--- config.mk ---
export PLATFORM = sky130hd
export DESIGN_NAME = beep_pattern_ctrl
export DESIGN_NICKNAME = d
export VERILOG_FILES = /design/src/rtl/beep_pattern_ctrl.sv
export SDC_FILE = /design/constraint.sdc
export NUM_CORES = 1
export LEC_CHECK = 0
export BUFFER_PORTS_ARGS = -buffer_cell sky130_fd_sc_hd__buf_2
export CAP_MARGIN = 20
export CORE_MARGIN = 1
export CORE_UTILIZATION = 31
export CTS_CLUSTER_SIZE = 8
export DETAILED_ROUTE_END_ITERATION = 7
export PLACE_DENSITY_LB_ADDON = 0.2
export SLEW_MARGIN = 15
export SYNTH_ARGS = -nofsm -noshare
export SYNTH_HDL_FRONTEND = slang
export SYNTH_SLANG_ARGS = --single-unit
--- constraint.sdc ---
create_clock -name clk -period 8.45 [get_ports clk]
set_clock_uncertainty 0.05 [all_clocks]
set_input_delay 1.2675 -clock clk [delete_from_list [all_inputs] [get_ports clk]]
set_output_delay 1.2675 -clock clk [all_outputs]
set_load 0.02 [all_outputs]
--- src/rtl/beep_pattern_ctrl.sv ---
// Beep pattern sequencer: gates the 1 kHz beeper driver for N on/off bursts
// of millisecond-granular length, then pulses done.
module beep_pattern_ctrl #(
  parameter int MS_DIV = 48_000
) (
  input  logic       clk,
  input  logic       rst_n,
  input  logic       req,
  input  logic [3:0] num_beeps,
  input  logic [9:0] on_ms,
  input  logic [9:0] off_ms,
  input  logic       abort,
  output logic       en,
  output logic       busy,
  output logic       done
);

  localparam int PW = (MS_DIV > 1) ? $clog2(MS_DIV) : 1;

  typedef enum logic [1:0] {
    ST_IDLE,
    ST_ON,
    ST_OFF
  } state_t;

  state_t        state_reg;
  logic [PW-1:0] presc_reg;
  logic [9:0]    ms_cnt_reg;
  logic [9:0]    on_len_reg;
  logic [9:0]    off_len_reg;
  logic [3:0]    beeps_left_reg;
  logic          en_reg;
  logic          busy_reg;
  logic          done_reg;

  logic tick;
  logic on_last_ms;
  logic off_last_ms;

  assign tick        = (presc_reg == PW'(MS_DIV - 1));
  // Lengths are stored already clamped to >=1, so the minus-one never wraps.
  assign on_last_ms  = (ms_cnt_reg == on_len_reg - 10'd1);
  assign off_last_ms = (ms_cnt_reg == off_len_reg - 10'd1);

  assign en   = en_reg;
  assign busy = busy_reg;
  assign done = done_reg;

  always_ff @(posedge clk or negedge rst_n) begin
    if (!rst_n) begin
      state_reg      <= ST_IDLE;
      presc_reg      <= '0;
      ms_cnt_reg     <= '0;
      on_len_reg     <= 10'd1;
      off_len_reg    <= 10'd1;
      beeps_left_reg <= '0;
      en_reg         <= 1'b0;
      busy_reg       <= 1'b0;
      done_reg       <= 1'b0;
    end else begin
      done_reg <= 1'b0;
      case (state_reg)
        ST_IDLE: begin
          if (req) begin
            presc_reg      <= '0;
            ms_cnt_reg     <= '0;
            on_len_reg     <= (on_ms == 10'd0) ? 10'd1 : on_ms;
            off_len_reg    <= (off_ms == 10'd0) ? 10'd1 : off_ms;
            beeps_left_reg <= num_beeps;
            if (num_beeps == 4'd0) begin
              done_reg <= 1'b1;
            end else begin
              state_reg <= ST_ON;
              en_reg    <= 1'b1;
              busy_reg  <= 1'b1;
            end
          end
        end

        default: begin
          if (abort) begin
            state_reg <= ST_IDLE;
            en_reg    <= 1'b0;
            busy_reg  <= 1'b0;
          end else begin
            presc_reg <= tick ? '0 : presc_reg + PW'(1);
            if (tick) begin
              if ((state_reg == ST_ON && on_last_ms) ||
                  (state_reg == ST_OFF && off_last_ms)) begin
                ms_cnt_reg <= '0;
                if (state_reg == ST_ON) begin
                  en_reg <= 1'b0;
                  // The final beep ends the pattern directly; no trailing gap.
                  if (beeps_left_reg == 4'd1) begin
                    state_reg <= ST_IDLE;
                    busy_reg  <= 1'b0;
                    done_reg  <= 1'b1;
                  end else begin
                    state_reg <= ST_OFF;
                  end
                end else begin
                  state_reg      <= ST_ON;
                  en_reg         <= 1'b1;
                  beeps_left_reg <= beeps_left_reg - 4'd1;
                end
              end else begin
                ms_cnt_reg <= ms_cnt_reg + 10'd1;
              end
            end
          end
        end
      endcase
    end
  end

endmodule
==> results, run 1 <==
- Ranked by total cell area, the synthesized netlist is headed by sky130_fd_sc_hd__dfrtp_1 37%, sky130_fd_sc_hd__nand2_1 8.0%, sky130_fd_sc_hd__xor2_1 3.9%.
- The number of cell rows is 38.
- The die covers 11900 um^2.
- The detailed-routing iteration count for the pre-antenna-repair pass is 4.
- The number of antenna diodes in the final layout is 0.
- The type of the worst setup path is reg2reg.
- The synthesized area per cell is 8.57 um^2.
- The kind of start point of the critical path is a flop.
- The startpoint identified for the worst register-to-register timing path is state_reg[0]$_DFFE_PN0P_.
- Setup violations remaining at the end of the flow were counted as 0.
- The post-synth net total is 449.
- In the global route stage, overall resource usage came out at 0.163.
- The total number of vias is 3037.
- The share of flip-flops with an asynchronous set or reset is 1.00.
- The height of the die is 109 um.
- The sum of net half-perimeters after detailed placement is 6410 um.
- The most common cell after layout, fill and taps aside is sky130_fd_sc_hd__nand2_1.
- The final layout net count is 464.
- For the worst-skew pair, the clock arrives at the later sink with an insertion delay of 300 ps.
- The synthesized design spends more area on one cell type than any other, namely sky130_fd_sc_hd__dfrtp_1.
- Routability-driven placement finished with a final weighted congestion of 0.834.
- The measured slew at the worst slew-check pin is 769 ps.
- 31 I/O pins were placed.
- The power density over the cells is 212 nW/um^2.
- Setup repair after global routing left no endpoint under its margin.
- Of the synthesized area, sequential elements account for 0.381.
- The core region area is 11000 um^2.
- In the layout the commonest cells are 76 x sky130_fd_sc_hd__nand2_1, 52 x sky130_fd_sc_hd__dfrtp_1, 30 x sky130_fd_sc_hd__buf_2.
- Max-cap violations in this run came to 0.
- VDD sags by at most 94.9 uV.
- The area added between synthesis and finish is 10.9%.
- The most critical setup path has its startpoint at state_reg[0]$_DFFE_PN0P_.
- The synthesized design contains 54 register bits.
- The kind of end point of the critical path is a flop.
- For this design, the sink count on the clock tree is 54.
- In this run, post-CTS hold repair placed 0 buffers.
- The fraction of layout cells with a size suffix above 1 is 0.135.
- Dividing the final minimum period by the clock period gives 0.406.
- The commonest register cell after synthesis is sky130_fd_sc_hd__dfrtp_1.
- The total instance count after detailed placement is 563.
- Counting distinct cell types in the post-synthesis netlist gives 62.
- The final non-filler cell total is 570.
- The count of warnings emitted by yosys is 0.
- The via count of the first global-routing pass is 3038.
- The pin count of the biggest net entering global routing is 55.
- The number of pins exceeding their max-slew limit in the final report came to 0.
- The netlist area before placement is 3560 um^2.
- The type of the tightest min-delay check is reg2reg.
- The final hold violation count is 0.
- In this run the deepest clock path goes through 2 buffers.
- The initial antenna violation count is 0.
- The required arrival time at the worst endpoint is 8630 ps.
- The global-route wire length before repair is 15100 um.
- Post-CTS repair changed the size of 0 cells.
- After detailed routing, the number of remaining DRC violations is 0.
- The clock tree from TritonCTS is done.
- The clock buffer count from CTS is 5.
- In this run the remaining antenna-violating nets after routing total 0.
- The die outline width is 109 um.
- The highest achievable clock rate is 291 MHz.
- The number of setup buffers added after CTS is 0.
- After global routing the overflow that remains totals 0.
- The tightest slew margin relative to the limit is 0.483.
- The origin of the worst min-delay path is presc_reg[6]$_DFFE_PN0P_.
- The violation count after the first detailed-routing iteration is 222.
- The leakage power is 1.72 nW.
- The clock tree synthesis step divided the H-tree into 2 levels.
- The clock root buffer is sky130_fd_sc_hd__clkbuf_16.
- After clock tree synthesis, the clock-pin slew on the worst setup and hold paths is 70 ps.
- The filler cells instantiated in the layout total 1172.
- The instance count of the mapped netlist is 415.
- The post-layout minimum cycle time is 3430 ps.
- The share of the synthesized area in the top cell type is 0.366.
- The register with the most flip-flops in the layout has 16 of them.
- The number of flops mapped to enable cells by yosys is 0.
- The total routed wirelength is 8890 um.
- Setup total negative slack on the finished layout was measured at 0 ps.
- STA puts the critical path data arrival time at 3610 ps.
- The flow ran to the end, and the final reports show no timing, DRC or antenna violations.
- The starting density of the core is 0.322.
- The average via count per standard cell is 5.33.
- After detailed routing, the average wire length per cell comes to 15.6 um.
- The top fanout value on the critical path is 21.
- The count of buffers inserted at the top-level ports is 30.
==> critical path, cell delays in order, from the launching register on <==
cell and delay [ps]:
sky130_fd_sc_hd__dfrtp_1 430, sky130_fd_sc_hd__nor2_2 620, sky130_fd_sc_hd__nand2_1 660, sky130_fd_sc_hd__o21ai_1 480, sky130_fd_sc_hd__nand2_1 360, sky130_fd_sc_hd__nor4_4 510
sky130_fd_sc_hd__a22o_1 240
==> layout make-up <==
| type | count | area, um^2 | area share |
|---|---|---|---|
| sequential | 54 | 1350 | 0.343 |
| inverter | 11 | 41.3 | 0.0105 |
| multi-input combinational | 326 | 2040 | 0.517 |
| clock inverter | 1 | 30.0 | 0.00761 |
| timing repair buffer | 32 | 165 | 0.0419 |
| clock buffer | 6 | 139 | 0.0352 |
| tap | 140 | 175 | 0.0444 |
==> through the flow <==
step                hold WS (ps)   util  setup slack, ps  power [mW]  cell area [um^2]
global route                 450  0.358             4660       0.892              3950
floorplan                    391      -             5800       0.536              3560
detailed placement           419  0.342             4890       0.602              3780
finish                       446  0.358             5020       0.836              3950
CTS                          436  0.358             5040       0.847              3950
global placement             421  0.342             5000       0.600              3780
==> Yosys cell counts, types with 4 or more instances <==
| cell | count |
|---|---|
| sky130_fd_sc_hd__ha_1 | 6 |
| sky130_fd_sc_hd__dfrtp_1 | 52 |
| sky130_fd_sc_hd__or3_1 | 5 |
| sky130_fd_sc_hd__a22o_1 | 8 |
| sky130_fd_sc_hd__nand4_1 | 11 |
| sky130_fd_sc_hd__nor2b_1 | 10 |
| sky130_fd_sc_hd__nand2_1 | 76 |
| sky130_fd_sc_hd__nor4_1 | 6 |
| sky130_fd_sc_hd__nor2_1 | 28 |
| sky130_fd_sc_hd__xnor2_1 | 13 |
| sky130_fd_sc_hd__a21oi_1 | 13 |
| sky130_fd_sc_hd__and3_1 | 11 |
| sky130_fd_sc_hd__o21ai_0 | 19 |
| sky130_fd_sc_hd__o31ai_1 | 5 |
| sky130_fd_sc_hd__buf_2 | 4 |
| sky130_fd_sc_hd__clkbuf_1 | 16 |
| sky130_fd_sc_hd__o21a_1 | 4 |
| sky130_fd_sc_hd__o41ai_1 | 9 |
| sky130_fd_sc_hd__nand3_1 | 12 |
| sky130_fd_sc_hd__xor2_1 | 16 |
| sky130_fd_sc_hd__nor3_1 | 13 |
| sky130_fd_sc_hd__a21o_1 | 4 |
| sky130_fd_sc_hd__inv_1 | 11 |
| sky130_fd_sc_hd__nand2b_1 | 4 |
==> final timing paths <==
path,end,slack [ps],depth (start not counted)
min in group asynchronous,presc_reg[0]$_DFFE_PN0P_,1050,2
worst max register to register,ms_cnt_reg[5]$_DFFE_PN0P_,5020,6
worst min-delay path,presc_reg[6]$_DFFE_PN0P_,450,1
worst min register to register,presc_reg[6]$_DFFE_PN0P_,450,1
worst max-delay path,ms_cnt_reg[5]$_DFFE_PN0P_,5020,6
max in group asynchronous,on_len_reg[2]$_DFFE_PN0P_,6820,2
==> layer usage <==
metal / share of wire / wire length [um] / track usage / up-vias
li1: - / - / - / 1519
met1: 0.47 / 4160 / 0.214 / 1457
met2: 0.48 / 4280 / 0.271 / 49
met3: 0.032 / 285 / 0.0245 / 12
met4: 0.018 / 164 / 0.0589 / 0
met5: 0 / 0 / 0 / -
==> where the power goes <==
group | switching [mW] | internal, mW | leakage, nW
clock network | 0.0932 | 0.146 | 0.0829
logic | 0.137 | 0.101 | 0.943
registers | 0.0610 | 0.298 | 0.697
==> logic make-up (layout without fill, tap and decap cells) <==
family | Yosys count | count (layout) | share of synthesized area
simple gates | 205 | 205 | 0.306
flops | 54 | 54 | 0.381
mux | 3 | 3 | 0.00879
xor+xnor | 29 | 29 | 0.0714
fa+ha+maj | 6 | 6 | 0.0211
buf+inv | 35 | 50 | 0.0457
compound gates | 83 | 83 | 0.167
No activity file was read; power rests on OpenSTA's default activity.
==> run 2, diff against run 1 <==
Settings changed: ABC_AREA set to 1.
Clock period 8.45 ns to 2.83 ns, I/O delays scaled along.
==> run 2 against run 1 <==
- sequential cell count stayed put
- wire length is 5.4% lower
- via count is 5.2% higher
- worst hold slack worse by 400 ps
- largest power group is now combinational cells
- critical path type unchanged
- global-route usage is 0.44 points lower
- count of clock-buffer cells in the layout is 1 higher
- area after synthesis is 0.77% higher
- largest cell class unchanged
- sequential share of layout area is 0.50 points lower
- fmax is 45% higher
- design area is 1.5% higher
- combinational power grew to 6.5 times the previous value
- non-clock buffer count is 2 higher
==> results, run 2 <==
- In the final routed layout, each cell accounts on average for 12.6 um.
- CTS built an H-tree with a depth of 2.
- The internal power component is 1.92 mW.
- The clock buffer count from CTS is 5.
- Across the run, the number of max-cap violations was 0.
- Synthesis produced 502 cells.
- Post-CTS repair changed the size of 0 cells.
- The critical path starts at presc_reg[1]$_DFFE_PN0P_.
- From synthesis to final layout, the design area changed by 11.7%.
- The core region area is 11000 um^2.
- Global routing finished with a remaining overflow of 0.
- Summed over all instances, the cell type with the most area after synthesis is sky130_fd_sc_hd__dfrtp_1.
- The top fanout value on the critical path is 14.
- The CTS clock-pin slew for the worst setup and hold paths is 70 ps.
- For this run, the share of the core covered by cells in the final layout is 0.363.
- Setup violations remaining at the end of the flow were counted as 0.
- The initial antenna violation count is 0.
- The leading cell type by number of instances after synthesis is sky130_fd_sc_hd__nand2_1.
- The fraction of layout cells with a size suffix above 1 is 0.147.
- The most used flip-flop cell after synthesis is sky130_fd_sc_hd__dfrtp_1.
- The type of the worst setup path is reg2reg.
- The top cell types in the final layout, fill and taps aside, are 126 x sky130_fd_sc_hd__nand2_1, 68 x sky130_fd_sc_hd__inv_1, 52 x sky130_fd_sc_hd__dfrtp_1.
- The share of power burned in combinational logic is 0.446.
- In the global route stage, met2 resource usage came out at 0.256.
- Headroom to the max-slew limit came out at 0.589.
- The power density over the cells is 859 nW/um^2.
- At the worst endpoint, the required time is 2940 ps.
- The share of total power consumed by net switching is 0.443.
- Once placement completed, the tool counted placed cells totaling 661.
- The maximum clock path buffer count is 2.
- The cell type with the highest occurrence count on the critical path is sky130_fd_sc_hd__nand2_1.
- The commonest cells after synthesis are 126 x sky130_fd_sc_hd__nand2_1, 68 x sky130_fd_sc_hd__inv_1, 52 x sky130_fd_sc_hd__dfrtp_1.
- The worst setup path is captured at a flop.
- Setup slack on the critical path of the routed design comes to 463 ps.
- The total number of vias is 3194.
- The library cell contributing the largest single delay on the critical path is sky130_fd_sc_hd__o21ai_2.
- Hold is met by 41.7 ps.
- Before CTS, the worst setup slack after placement is 489 ps.
- The I/O pin count is 31.
- In the finished design, the share of the clock period the worst path needs comes to 0.837.
- The clock reaches the later pin of the worst-skew pair after 290 ps.
- The worst supply voltage drop on vdd is 357 uV.
- The worst register-to-register path has a depth of 11.
- At the end of routability-driven placement, the weighted congestion stood at 0.786.
- The sum of net half-perimeters after detailed placement is 6540 um.
- The share of total power dissipated in the clock network is 0.182.
- The clock root buffer is sky130_fd_sc_hd__clkbuf_16.
- The total of flip-flops plus latches after synthesis is 54.
- The number of diodes added for antenna fixing is 0.
- The total routed wirelength is 8410 um.
- The count of buffering cells on the critical path with inverters included is 3.
- Traced cell by cell, the critical path runs through ha_1 > inv_1 > nor3_4 > nand2_1 > nor3_2 > o21ai_2 > clkinv_2 > nand2_2 > clkinv_4 > nand2_1 > o21ai_0.
- For this run, the detailed router's first-pass iteration total came to 4.
- The final hold violation count is 0.
- Of the synthesized area, sequential elements account for 0.378.
- The startpoint identified for the worst register-to-register timing path is presc_reg[1]$_DFFE_PN0P_.
- The average instance in the mapped netlist occupies 7.14 um^2.
- The cell area that synthesis handed to floorplanning was 3580 um^2.
- The count of nets left with antenna violations once routing finished came out at 0.
- For the pin with the worst max-slew slack, the measured transition is 616 ps.
- The kind of start point of the critical path is a flop.
- The number of flops mapped to enable cells by yosys is 0.
- The number of setup buffers added after CTS is 0.
- For this run, the number of Yosys warnings is 0.
- In this run the core area contains 38 standard-cell rows.
- The run finished with clean final reports.
- In this design, the stage delay of the slowest critical-path cell is 490 ps.
- The height of the die is 110 um.
- The share of flip-flops with an asynchronous set or reset is 1.00.
- Across every metal layer, demand over resource in global routing totals 0.159.
- The clock tree from TritonCTS is done.
- The type of the tightest min-delay check is in2async.
- The die covers 12000 um^2.
- Dividing the detail-routed via count by the number of cells gives 4.77.
- The via count of the first global-routing pass is 3082.
- The post-layout minimum cycle time is 2370 ps.
- On the critical path the largest part of the delay comes from compound AO/OA/AOI/OAI gates.
- Summing all multi-input logic gate instances after layout gives 1860 um^2.
- The number of flip-flops under the largest register name is 16.
- The most common cell after layout, fill and taps aside is sky130_fd_sc_hd__nand2_1.
- The number of cells on the critical path is 11.
- The sequential cells in the finished layout cover a total of 1350 um^2.
- The post-detailed-placement cell area is 3860 um^2.
- The leakage power is 1.92 nW.
- The filler cell count is 1193.
- The pin count of the biggest net entering global routing is 40.
- The die is 110 um wide.
- The met1 layer usage reported by global route is 0.225.
- Static timing analysis puts the maximum clock frequency at 422 MHz.
- Setup repair after global routing left no endpoint under its margin.
- For met3 alone, demand over resource in global routing was 0.0225.
- The starting density of the core is 0.325.
- The sum of negative setup slack is 0 ps.
- In this run, the number of DRC markers left after iteration 0 of detailed routing was 124.
- The highest-utilization routing layer at the global route stage is met2.
- The number of pins exceeding their max-slew limit in the final report is 0.
- The portion of total power attributed to sequential cells is 0.371.
- The finished cells cover 4000 um^2.
- CTS saw 54 sinks.
- For the worst setup path, the data arrival time is 2480 ps.
- The net count of the finished layout is 562.
- The global-route wire length before repair is 14800 um.
- The number of different library cells used by synthesis comes to 44.
- The number of hold-repair buffers added at the cts stage is 0.
- The number of nets handed over by synthesis was 536.
- The net load switching power is 1.52 mW.
- The number of design rule violations left after detail routing is 0.
- The share of the synthesized area in the top cell type is 0.363.
- Excluding fillers, the count of instances in the completed layout stands at 669.
- Overall power consumption after layout is estimated at 3.44 mW.
- Ranked by total cell area, the synthesized netlist is headed by sky130_fd_sc_hd__dfrtp_1 36%, sky130_fd_sc_hd__nand2_1 13%, sky130_fd_sc_hd__inv_1 7.1%.
- The count of buffers added on input and output ports is 30.
run 2: cells by family (layout without fill, tap and decap cells):
group	Yosys count	count (layout)	share of synthesized area
AND/OR/NAND/NOR	258	258	0.338
buffers and inverters	90	117	0.104
AO/OA/AOI/OAI	74	74	0.111
flip-flops	54	54	0.378
XOR/XNOR	20	20	0.0489
adder cells (fa/ha/maj)	6	6	0.0209
run 2: power groups by stage:
stage	logic [mW]	registers, mW	clock network (mW)
finish	1.54	1.28	0.628
CTS	1.55	1.28	0.653
global route	1.80	1.32	0.685
floorplan	1.29	1.21	0
global placement	1.52	1.28	0
detailed placement	1.54	1.29	0
run 2: worst paths after layout:
check / endpoint / slack [ps]
setup reg to reg: beeps_left_reg[2]$_DFFE_PN0P_ / 460
setup / recovery: beeps_left_reg[2]$_DFFE_PN0P_ / 460
min in group clk: on_len_reg[7]$_DFFE_PN0P_ / 350
max in group asynchronous: ms_cnt_reg[7]$_DFFE_PN0P_ / 2020
hold / removal: off_len_reg[4]$_DFFE_PN0P_ / 40
hold reg to reg: busy$_DFFE_PN0P_ / 430
run 2: per-layer routing:
layer	up-vias	part of all wire
met5	-	0
met4	0	0.010
met3	7	0.023
met2	28	0.45
met1	1500	0.51
li1	1659	-
run 2: area by class of cell:
type	instances	area share
inverter	75	0.0725
tap	140	0.0438
clock inverter	1	0.00125
sequential	54	0.338
multi-input combinational	358	0.464
clock buffer	7	0.0356
timing repair buffer	34	0.0450
